--- src/rtl/chacha_pkg.sv ---
// Shared types, constants and index tables for the ChaCha block controller.
package chacha_pkg;

  localparam int unsigned WORD_W    = 32;
  localparam int unsigned NUM_WORDS = 16;
  localparam int unsigned IDX_W     = 4;
  localparam int unsigned QR_W      = 3;

  typedef logic [WORD_W-1:0] word_t;
  typedef word_t [NUM_WORDS-1:0] state_t;

  localparam word_t CHACHA_CONST [4] = '{
    32'h61707865, 32'h3320646e, 32'h79622d32, 32'h6b206574
  };

  // Word indices (a,b,c,d) per quarter-round slot: 0-3 columns, 4-7 diagonals.
  localparam logic [IDX_W-1:0] QR_IDX [8][4] = '{
    '{4'd0, 4'd4, 4'd8,  4'd12},
    '{4'd1, 4'd5, 4'd9,  4'd13},
    '{4'd2, 4'd6, 4'd10, 4'd14},
    '{4'd3, 4'd7, 4'd11, 4'd15},
    '{4'd0, 4'd5, 4'd10, 4'd15},
    '{4'd1, 4'd6, 4'd11, 4'd12},
    '{4'd2, 4'd7, 4'd8,  4'd13},
    '{4'd3, 4'd4, 4'd9,  4'd14}
  };

  typedef enum logic [1:0] {
    IDLE,
    ROUND,
    FINAL,
    DONE
  } fsm_t;

  function automatic word_t rotl(input word_t x, input int unsigned n);
    return (x << n) | (x >> (WORD_W - n));
  endfunction

endpackage

--- src/rtl/quarter_round.sv ---
// Combinational ChaCha quarter-round on four 32-bit words.
module quarter_round
  import chacha_pkg::*;
(
  input  logic [31:0] a,
  input  logic [31:0] b,
  input  logic [31:0] c,
  input  logic [31:0] d,
  output logic [31:0] a_c,
  output logic [31:0] b_c,
  output logic [31:0] c_c,
  output logic [31:0] d_c
);

  word_t a1, b1, c1, d1;
  word_t a2, b2, c2, d2;

  assign a1 = a + b;
  assign d1 = rotl(d ^ a1, 16);
  assign c1 = c + d1;
  assign b1 = rotl(b ^ c1, 12);
  assign a2 = a1 + b1;
  assign d2 = rotl(d1 ^ a2, 8);
  assign c2 = c1 + d2;
  assign b2 = rotl(b1 ^ c2, 7);

  assign a_c = a2;
  assign b_c = b2;
  assign c_c = c2;
  assign d_c = d2;

endmodule

--- src/rtl/chacha_block_ctrl.sv ---
// Sequences one shared quarter_round over ROUNDS rounds and adds the feed-forward
// to produce one 512-bit ChaCha keystream block per request.
module chacha_block_ctrl
  import chacha_pkg::*;
#(
  parameter int unsigned ROUNDS = 20
) (
  input  logic         clk,
  input  logic         rst,
  input  logic         in_valid,
  output logic         in_ready,
  input  logic [255:0] key,
  input  logic [31:0]  counter,
  input  logic [95:0]  nonce,
  output logic         out_valid,
  input  logic         out_ready,
  output logic [511:0] keystream,
  output logic         busy
);

  if (ROUNDS < 2 || (ROUNDS % 2) != 0) begin : g_bad_rounds
    $error("chacha_block_ctrl: ROUNDS must be even and at least 2");
  end

  localparam int unsigned DR_W = $clog2(ROUNDS / 2 + 1);
  localparam logic [DR_W-1:0] DR_LAST = DR_W'(ROUNDS / 2 - 1);

  fsm_t             fsm;
  state_t           st;
  state_t           init_st;
  state_t           init_c;
  state_t           ff_c;
  logic [QR_W-1:0]  qr_idx;
  logic [DR_W-1:0]  dr_cnt;
  logic [IDX_W-1:0] idx_a, idx_b, idx_c, idx_d;
  word_t            qa_c, qb_c, qc_c, qd_c;

  // Initial state image: constants, key, counter, nonce.
  always_comb begin
    init_c = '0;
    for (int i = 0; i < 4; i++) init_c[i] = CHACHA_CONST[i];
    for (int i = 0; i < 8; i++) init_c[4+i] = key[32*i +: 32];
    init_c[12] = counter;
    for (int i = 0; i < 3; i++) init_c[13+i] = nonce[32*i +: 32];
  end

  // Feed-forward: word-wise modulo 2^32, no carry between words.
  always_comb begin
    ff_c = '0;
    for (int i = 0; i < 16; i++) ff_c[i] = st[i] + init_st[i];
  end

  always_comb begin
    idx_a = QR_IDX[qr_idx][0];
    idx_b = QR_IDX[qr_idx][1];
    idx_c = QR_IDX[qr_idx][2];
    idx_d = QR_IDX[qr_idx][3];
  end

  quarter_round u_qr (
    .a   (st[idx_a]),
    .b   (st[idx_b]),
    .c   (st[idx_c]),
    .d   (st[idx_d]),
    .a_c (qa_c),
    .b_c (qb_c),
    .c_c (qc_c),
    .d_c (qd_c)
  );

  // in_ready rises one cycle after IDLE is entered, so IDLE always lasts at least one cycle.
  always_ff @(posedge clk) begin
    if (rst) begin
      fsm       <= IDLE;
      st        <= '0;
      init_st   <= '0;
      qr_idx    <= '0;
      dr_cnt    <= '0;
      in_ready  <= 1'b0;
      out_valid <= 1'b0;
      keystream <= '0;
      busy      <= 1'b0;
    end else begin
      case (fsm)
        IDLE: begin
          if (in_valid && in_ready) begin
            st       <= init_c;
            init_st  <= init_c;
            qr_idx   <= '0;
            dr_cnt   <= '0;
            in_ready <= 1'b0;
            busy     <= 1'b1;
            fsm      <= ROUND;
          end else begin
            in_ready <= 1'b1;
          end
        end
        ROUND: begin
          st[idx_a] <= qa_c;
          st[idx_b] <= qb_c;
          st[idx_c] <= qc_c;
          st[idx_d] <= qd_c;
          qr_idx    <= qr_idx + QR_W'(1);
          if (qr_idx == QR_W'(7)) begin
            dr_cnt <= dr_cnt + DR_W'(1);
            if (dr_cnt == DR_LAST) fsm <= FINAL;
          end
        end
        FINAL: begin
          keystream <= ff_c;
          out_valid <= 1'b1;
          busy      <= 1'b0;
          fsm       <= DONE;
        end
        DONE: begin
          if (out_ready) begin
            out_valid <= 1'b0;
            fsm       <= IDLE;
          end
        end
        default: fsm <= IDLE;
      endcase
    end
  end

endmodule
--- config.mk ---
export PLATFORM = sky130hd
export DESIGN_NAME = chacha_block_ctrl
export DESIGN_NICKNAME = d
export VERILOG_FILES = /design/src/rtl/chacha_pkg.sv /design/src/rtl/quarter_round.sv /design/src/rtl/chacha_block_ctrl.sv
export SDC_FILE = /design/constraint.sdc
export NUM_CORES = 2
export LEC_CHECK = 0
export ABC_CLOCK_PERIOD_IN_PS = 15600
export BUFFER_PORTS_ARGS = -buffer_cell sky130_fd_sc_hd__buf_2
export CORE_MARGIN = 4
export CORE_UTILIZATION = 35
export DETAILED_ROUTE_END_ITERATION = 6
export SYNTH_ARGS = -nofsm -noshare
export SYNTH_HDL_FRONTEND = slang
export SYNTH_SLANG_ARGS = --single-unit
--- constraint.sdc ---
create_clock -name clk -period 15.6 [get_ports clk]
set_input_delay 3.12 -clock clk [delete_from_list [all_inputs] [get_ports clk]]
set_output_delay 3.12 -clock clk [all_outputs]
set_load 0.02 [all_outputs]
Word-level counts from Yosys, hierarchy flattened:

Memory sizes are Yosys's and may differ from the RTL's.
Index checks and enable logic that the tools add are counted.

* order comparisons: 9
* equal/unequal tests: 9
* bitwise operators: 9
* $add $sub $neg: 22
* multiplexer cells: 39
* reduce and logical (&&, ||, !) cells: 15

Operator list (count)
* 512-bit bitwise mux: 4
* 512-bit case mux with 2 select lines: 1
* 32-bit adder: 16
* 32-bit binary-select mux with 4-bit select: 4
* 32-bit demux with 4-bit select: 4
* 512-bit 2-to-1 mux: 1
* 32-bit 2-to-1 mux: 8
* 32-bit XOR: 4
* 32-bit by 31-bit adder with 32-bit output: 3
* 32-bit by 30-bit adder with 32-bit output: 1
* 16-bit 2-to-1 mux: 2
* 32-bit by 12-bit bitwise OR with 32-bit output: 1
* 32-bit by 16-bit bitwise OR with 32-bit output: 1
* 32-bit by 7-bit bitwise OR with 32-bit output: 1
* 32-bit by 8-bit bitwise OR with 32-bit output: 1
* 4-bit by 5-bit less-than comparator with 1-bit output, second input constant: 4
* 4-bit by 1-bit greater-or-equal comparator with 1-bit output, second input constant: 4
* 2-bit 2-to-1 mux: 4
* 4-bit 2-to-1 mux: 2
* 2-bit != test, second input constant: 4
* 2-bit case mux with 4 select lines: 1
* 4-bit case mux with 2 select lines: 1
* 2-bit AND reduction: 4
* 3-bit case mux with 2 select lines: 1
* 16 further kinds: 26

* logic and storage cells: 142
* input bits: 388
* memories kept: 1
* memory bits (read-only): 128
* register bits: 1423

Memories
* (name not given): depth 8, width 16, rd ports 1, clocked after Yosys merged registers in 0, write ports 0, line chacha_block_ctrl.sv:57 `idx_d = QR_IDX[qr_idx][3];`

Logic depth before layout (Yosys ltp):

* word-level depth: 22
* depth in mapped cells: 82
* gate-level depth less buffers: 74

Hierarchy:

From an unflattened synthesis, not the netlist that was laid out.

* cell total of the unflattened synthesis: 9835
* area total of the unflattened synthesis: 83505.1 µm²

By module, submodules not included
* chacha_block_ctrl: cells an instance 8879, instances 1, area an instance 76253.1 µm²
* quarter_round: cells an instance 956, instances 1, area an instance 7252.0 µm²

Worst setup path after synthesis:

Ideal clock, no wire load.

* kind: register to register
* start: reg qr_idx[0]
* end: reg st[287] (netlist name)
* period minus slack after synthesis: 16.272 ns
* arrival: 16.160 ns
* required time: 15.488 ns
* stages on the path, launching flop included: 81
* path slack: -0.672 ns
* cells stage by stage: dfxtp_1 buf_6 buf_4 inv_2 buf_1 buf_1 ha_1 buf_4 buf_2 nand2_1 o21a_1 clkbuf_1 mux4_2 ha_1 a211oi_1 o21bai_1 a21oi_1 a221o_1 [... 45 more ...] ha_1 a21o_1 a21oi_1 o211ai_1 a31oi_1 o2bb2ai_1 o21ai_0 o31a_1 o211ai_1 a21oi_1 a41o_1 or4_1 a31o_2 a21oi_1 xor2_1 xnor2_1 and2_1 a2111oi_1

* word-level cells in the longest chain between the ends: 22
* elaborated cells on any way between the ends: 49
* classes of those cells: add/sub: 4; order compare: 8; mux: 23; bitwise: 9; reduce/logical: 4; memory: 1

RTL lines
* start, declared: line chacha_block_ctrl.sv:33 `logic [QR_W-1:0] qr_idx;`
* start signal, assigned: line chacha_block_ctrl.sv:103 `qr_idx <= qr_idx + QR_W'(1);`
* 3-bit inverter with 4-bit output (not written as such) *
* memory read 8 x 16 bit *
* 16-bit 2-to-1 mux (not written as such) * (2 in a row): line chacha_block_ctrl.sv:57
* 32-bit binary-select mux with 4-bit select (on tied branches): line chacha_block_ctrl.sv:61, chacha_block_ctrl.sv:62
* 32-bit 2-to-1 mux (on tied branches): line chacha_block_ctrl.sv:61, chacha_block_ctrl.sv:62
* 32-bit adder: line quarter_round.sv:18 `assign a1 = a + b;`
* 32-bit XOR: line quarter_round.sv:19 `assign d1 = rotl(d ^ a1, 16);`
* 32-bit by 16-bit bitwise OR with 32-bit output: line chacha_pkg.sv:36 `return (x << n) | (x >> (WORD_W - n));`
* [... 5 more ...]
* 32-bit by 8-bit bitwise OR with 32-bit output: line chacha_pkg.sv:36
* 32-bit adder: line quarter_round.sv:24 `assign c2 = c1 + d2;`
* 32-bit XOR: line quarter_round.sv:25 `assign b2 = rotl(b1 ^ c2, 7);`
* 32-bit by 7-bit bitwise OR with 32-bit output: line chacha_pkg.sv:36
* 512-bit bitwise mux: line chacha_block_ctrl.sv:100 `st[idx_b] <= qb_c;`
* 512-bit bitwise mux: line chacha_block_ctrl.sv:101 `st[idx_c] <= qc_c;`
* 512-bit bitwise mux *: line chacha_block_ctrl.sv:102 `st[idx_d] <= qd_c;`
* 512-bit case mux with 2 select lines *: line chacha_block_ctrl.sv:84 `case (fsm)`
* end signal, assigned by index: line chacha_block_ctrl.sv:100
* end signal, assigned by index: line chacha_block_ctrl.sv:101
* end signal, assigned by index: line chacha_block_ctrl.sv:102
* end, declared: line chacha_block_ctrl.sv:29 `state_t st;`

Mark *: on every way between the ends. The rest lies on a longest branch, timed or not. The select of a mux whose other input is x is not followed.
A chain may end at the register's enable or synchronous reset.

Worst setup path in the final report:

Same ends and word-level chain as after synthesis.

==> metrics <==
result of the run finished, final reports clean; final number of setup-violating endpoints 0; hold buffer count at cts 0; clock root cell sky130_fd_sc_hd__clkbuf_16; antenna violations before repair 74; cell taking the most area after synthesis sky130_fd_sc_hd__dfxtp_1; reported max-cap violation count 0; cell area after placement 0.0906 sq mm; cells taking the most area after synthesis sky130_fd_sc_hd__dfxtp_1, sky130_fd_sc_hd__ha_1, sky130_fd_sc_hd__nor2_1; Rel. slew slack under 10%; final-report hold violation count 0; detailed route wirelength on metal2 between 150000 and 200000 microns; Die Height between 400 and 500 microns; area growth from synthesis to layout 19.0%; H-tree depth reported by CTS 4; final period utilization a little over nine tenths; netlist area before placement slightly above 0.08 sq mm; share of flip-flops with an asynchronous set or reset 0%; final-report max-slew violation count 0; library cell contributing the largest single delay on the critical path sky130_fd_sc_hd__fa_1; post-synth net total around 11000; layout cells sized above 1 17.8%; uppermost metal layer occupied by signal nets met5; post-route cell area around 0.097 sq mm; arrival time at the worst endpoint ~16 ns; Tot GR Track Use between 30% and 40%; DRT iter0 DRCs just under 9000; routed metal-1 wirelength approximately 170000 microns; routability congestion estimate around 1.1; largest stage delay on the critical path roughly 0.46 ns; number of cells produced by synthesis a little under 10000; average footprint of a synthesized cell 8.36 sq um; chip width slightly below 500 microns; Cell Rows between 150 and 200; wire length of the first global-routing pass between 500000 and 600000 microns; register area share after synthesis a little over a third; count of input and output buffers ~900; cell with the most instances on the worst path sky130_fd_sc_hd__a21oi_1; overall die area 0.240 sq mm; post-layout min period approximately 15 ns; pin count of the biggest net entering global routing 187; kind of end point of the critical path flop; f_max roughly 0.067 GHz; half-perimeter wire length of the detailed placement result approximately 320000 microns; clock tree from TritonCTS done; top-area cell type share of the netlist area roughly a third; maximum fanout along the worst path 5; top flip-flop cell by instance count after synthesis sky130_fd_sc_hd__dfxtp_1; vias per std cell just under 6; number of clock sinks about 1400; drt drc 0; number of enable-type register cells in the synthesized netlist 0; final setup skew about 0.049 ns; buffers from clock root to sink, at most 3; DRT Pass-1 Iters 6; Distinct cells, synth between 100 and 150; clock slew at the register clock pins of the worst setup and hold paths roughly 0.060 ns; area inside the core boundary ~0.23 sq mm; Crit path required time approximately 16 ns; synthesized flop and latch total approximately 1400; average routed wire per standard cell just under 30 microns; slew at the pin closest to its max-slew limit 1.35 ns; clock insertion delay at the later pin of the skew report 0.86 ns; Worst Setup Start Kind flop; post-layout net count roughly 12000; kind of path behind the tightest hold check reg -> reg; type of the worst setup path reg -> reg; YS warnings 0; GRT Residual Overflow 0; I/O pin count between 900 and 1000; number of global-route vias before repair around 74000; routed wire length about 400000 microns; post-route antenna net violation count 0; CTS buffer count around 160; Detail Route met3 WL approximately 44000 microns; total number of vias just over 80000; starting density of the core about a third
metrics by stage:
step | util (%) | cells | TNS [ns] | setup WS, ns | hold slack [ns]
after floorplan | - | 9701 | 0 | 0.0474 | 0.440
after global placement | 39.3 | 13500 | -2.80 | -0.251 | 0.442
after detailed placement | 39.3 | 13500 | -2.72 | -0.274 | 0.449
after CTS | 41.7 | 13800 | 0 | 0.0669 | 0.458
after global routing | 41.9 | 13800 | -0.168 | -0.0488 | 0.475
final | 41.9 | 13800 | 0 | 0.596 | 0.457
per-layer routing:
layer	up-vias	global-route usage (%)
met1	38800	44.2
li1	36600	-
met4	58	16.9
met5	-	0
met2	4498	45.4
met3	781	8.09
final timing paths:
check / startpoint / to / slack, ns / depth (start not counted)
max: qr_idx[0] / st[287] / 0.60 / 75
min reg2reg: init_st[358] / init_st[358] / 0.46 / 2
max reg2reg: qr_idx[0] / st[287] / 0.60 / 75
min: init_st[358] / init_st[358] / 0.46 / 2
cell usage in the layout (no fill, tap or decap), types with 133 or more instances in the layout:
cell type	synthesis	final
sky130_fd_sc_hd__o21ai_0	258	248
sky130_fd_sc_hd__a21oi_1	855	842
sky130_fd_sc_hd__nand2_1	1096	1094
sky130_fd_sc_hd__buf_2	2	901
sky130_fd_sc_hd__a22oi_1	136	136
sky130_fd_sc_hd__nor3_1	197	195
sky130_fd_sc_hd__ha_1	557	553
sky130_fd_sc_hd__nand3_1	134	133
sky130_fd_sc_hd__o22ai_1	200	197
sky130_fd_sc_hd__xnor2_1	383	374
sky130_fd_sc_hd__nor2_1	1445	1441
sky130_fd_sc_hd__clkbuf_16	0	166
sky130_fd_sc_hd__xor2_1	220	218
sky130_fd_sc_hd__inv_1	238	237
sky130_fd_sc_hd__mux2i_1	262	262
sky130_fd_sc_hd__buf_4	3	391
sky130_fd_sc_hd__a211oi_1	376	373
sky130_fd_sc_hd__a21o_1	138	138
sky130_fd_sc_hd__dfxtp_1	1421	1418
worst max-delay path, delay by kind of cell (launching register included):
kind                     cells  cell delay, ns
AO/OA/AOI/OAI               40            7.40
adder cells (fa/ha/maj)      8            2.57
XOR/XNOR                     8            1.70
AND/OR/NAND/NOR              8            1.42
buffers and inverters       10            0.96
multiplexers                 1            0.40
flip-flops                   1            0.38
registers in the layout, summed over array words and instances (netlist names):
| signal | flops |
|---|---|
| st | 512 |
| init_st | 385 |
| dr_cnt | 4 |
| qr_idx | 3 |
| busy | 1 |
| fsm | 2 |
| out_valid | 1 |
| keystream | 512 |
| in_ready | 1 |
layout make-up:
type / count / area [sq um]
diodes: 40 / 100
multi-input cells: 7507 / 50200
fillers: 23200 / 134000
inverters: 242 / 918
clock buffers: 241 / 4840
well taps: 3026 / 3790
clock inverters: 51 / 632
flip-flops and latches: 1421 / 28500
repair buffers: 1301 / 7610
Yosys cell counts, types with 21 or more instances:
master and count:
sky130_fd_sc_hd__ha_1 557, sky130_fd_sc_hd__xnor2_1 383, sky130_fd_sc_hd__o221a_2 53, sky130_fd_sc_hd__a21boi_0 42, sky130_fd_sc_hd__a31o_2 25, sky130_fd_sc_hd__a2111oi_0 22
sky130_fd_sc_hd__nor2_1 1445, sky130_fd_sc_hd__a21o_1 138, sky130_fd_sc_hd__o22ai_1 200, sky130_fd_sc_hd__o211ai_1 31, sky130_fd_sc_hd__or3_1 67, sky130_fd_sc_hd__inv_1 238
sky130_fd_sc_hd__o21bai_1 40, sky130_fd_sc_hd__xor2_1 220, sky130_fd_sc_hd__a22oi_1 136, sky130_fd_sc_hd__o2bb2ai_1 27, sky130_fd_sc_hd__o21a_1 88, sky130_fd_sc_hd__and2_1 45
sky130_fd_sc_hd__nand2b_1 55, sky130_fd_sc_hd__o31ai_1 21, sky130_fd_sc_hd__nor4_1 48, sky130_fd_sc_hd__nor2b_1 88, sky130_fd_sc_hd__a211oi_1 376, sky130_fd_sc_hd__or2_2 27
sky130_fd_sc_hd__a31oi_1 58, sky130_fd_sc_hd__mux4_2 121, sky130_fd_sc_hd__a21oi_1 855, sky130_fd_sc_hd__and3_1 49, sky130_fd_sc_hd__o21ai_0 258, sky130_fd_sc_hd__dfxtp_1 1421
sky130_fd_sc_hd__nand3_1 134, sky130_fd_sc_hd__mux2i_1 262, sky130_fd_sc_hd__clkbuf_1 467, sky130_fd_sc_hd__nand2_1 1096, sky130_fd_sc_hd__buf_1 52, sky130_fd_sc_hd__nor3_1 197
logic make-up (layout without fill, tap and decap cells):
kind of cell | after synthesis | count (layout) | synth area share [%]
AO/OA/AOI/OAI | 2582 | 2582 | 20.9
XOR/XNOR | 626 | 626 | 7.05
multiplexers | 398 | 398 | 6.82
buffers and inverters | 773 | 1835 | 3.66
adder cells (fa/ha/maj) | 579 | 579 | 9.07
flip-flops | 1421 | 1421 | 35.1
AND/OR/NAND/NOR | 3322 | 3322 | 17.4
other | 0 | 40 | 0
timing repair:
action                                  CTS  global route
buffers inserted                          2             8
endpoints found under the setup margin   34            88
resized for setup                         5            67
pin swaps                                 2            19
Power is not shown: default switching activity piles up to over one toggle a cycle in this logic, so the estimate is an artifact.
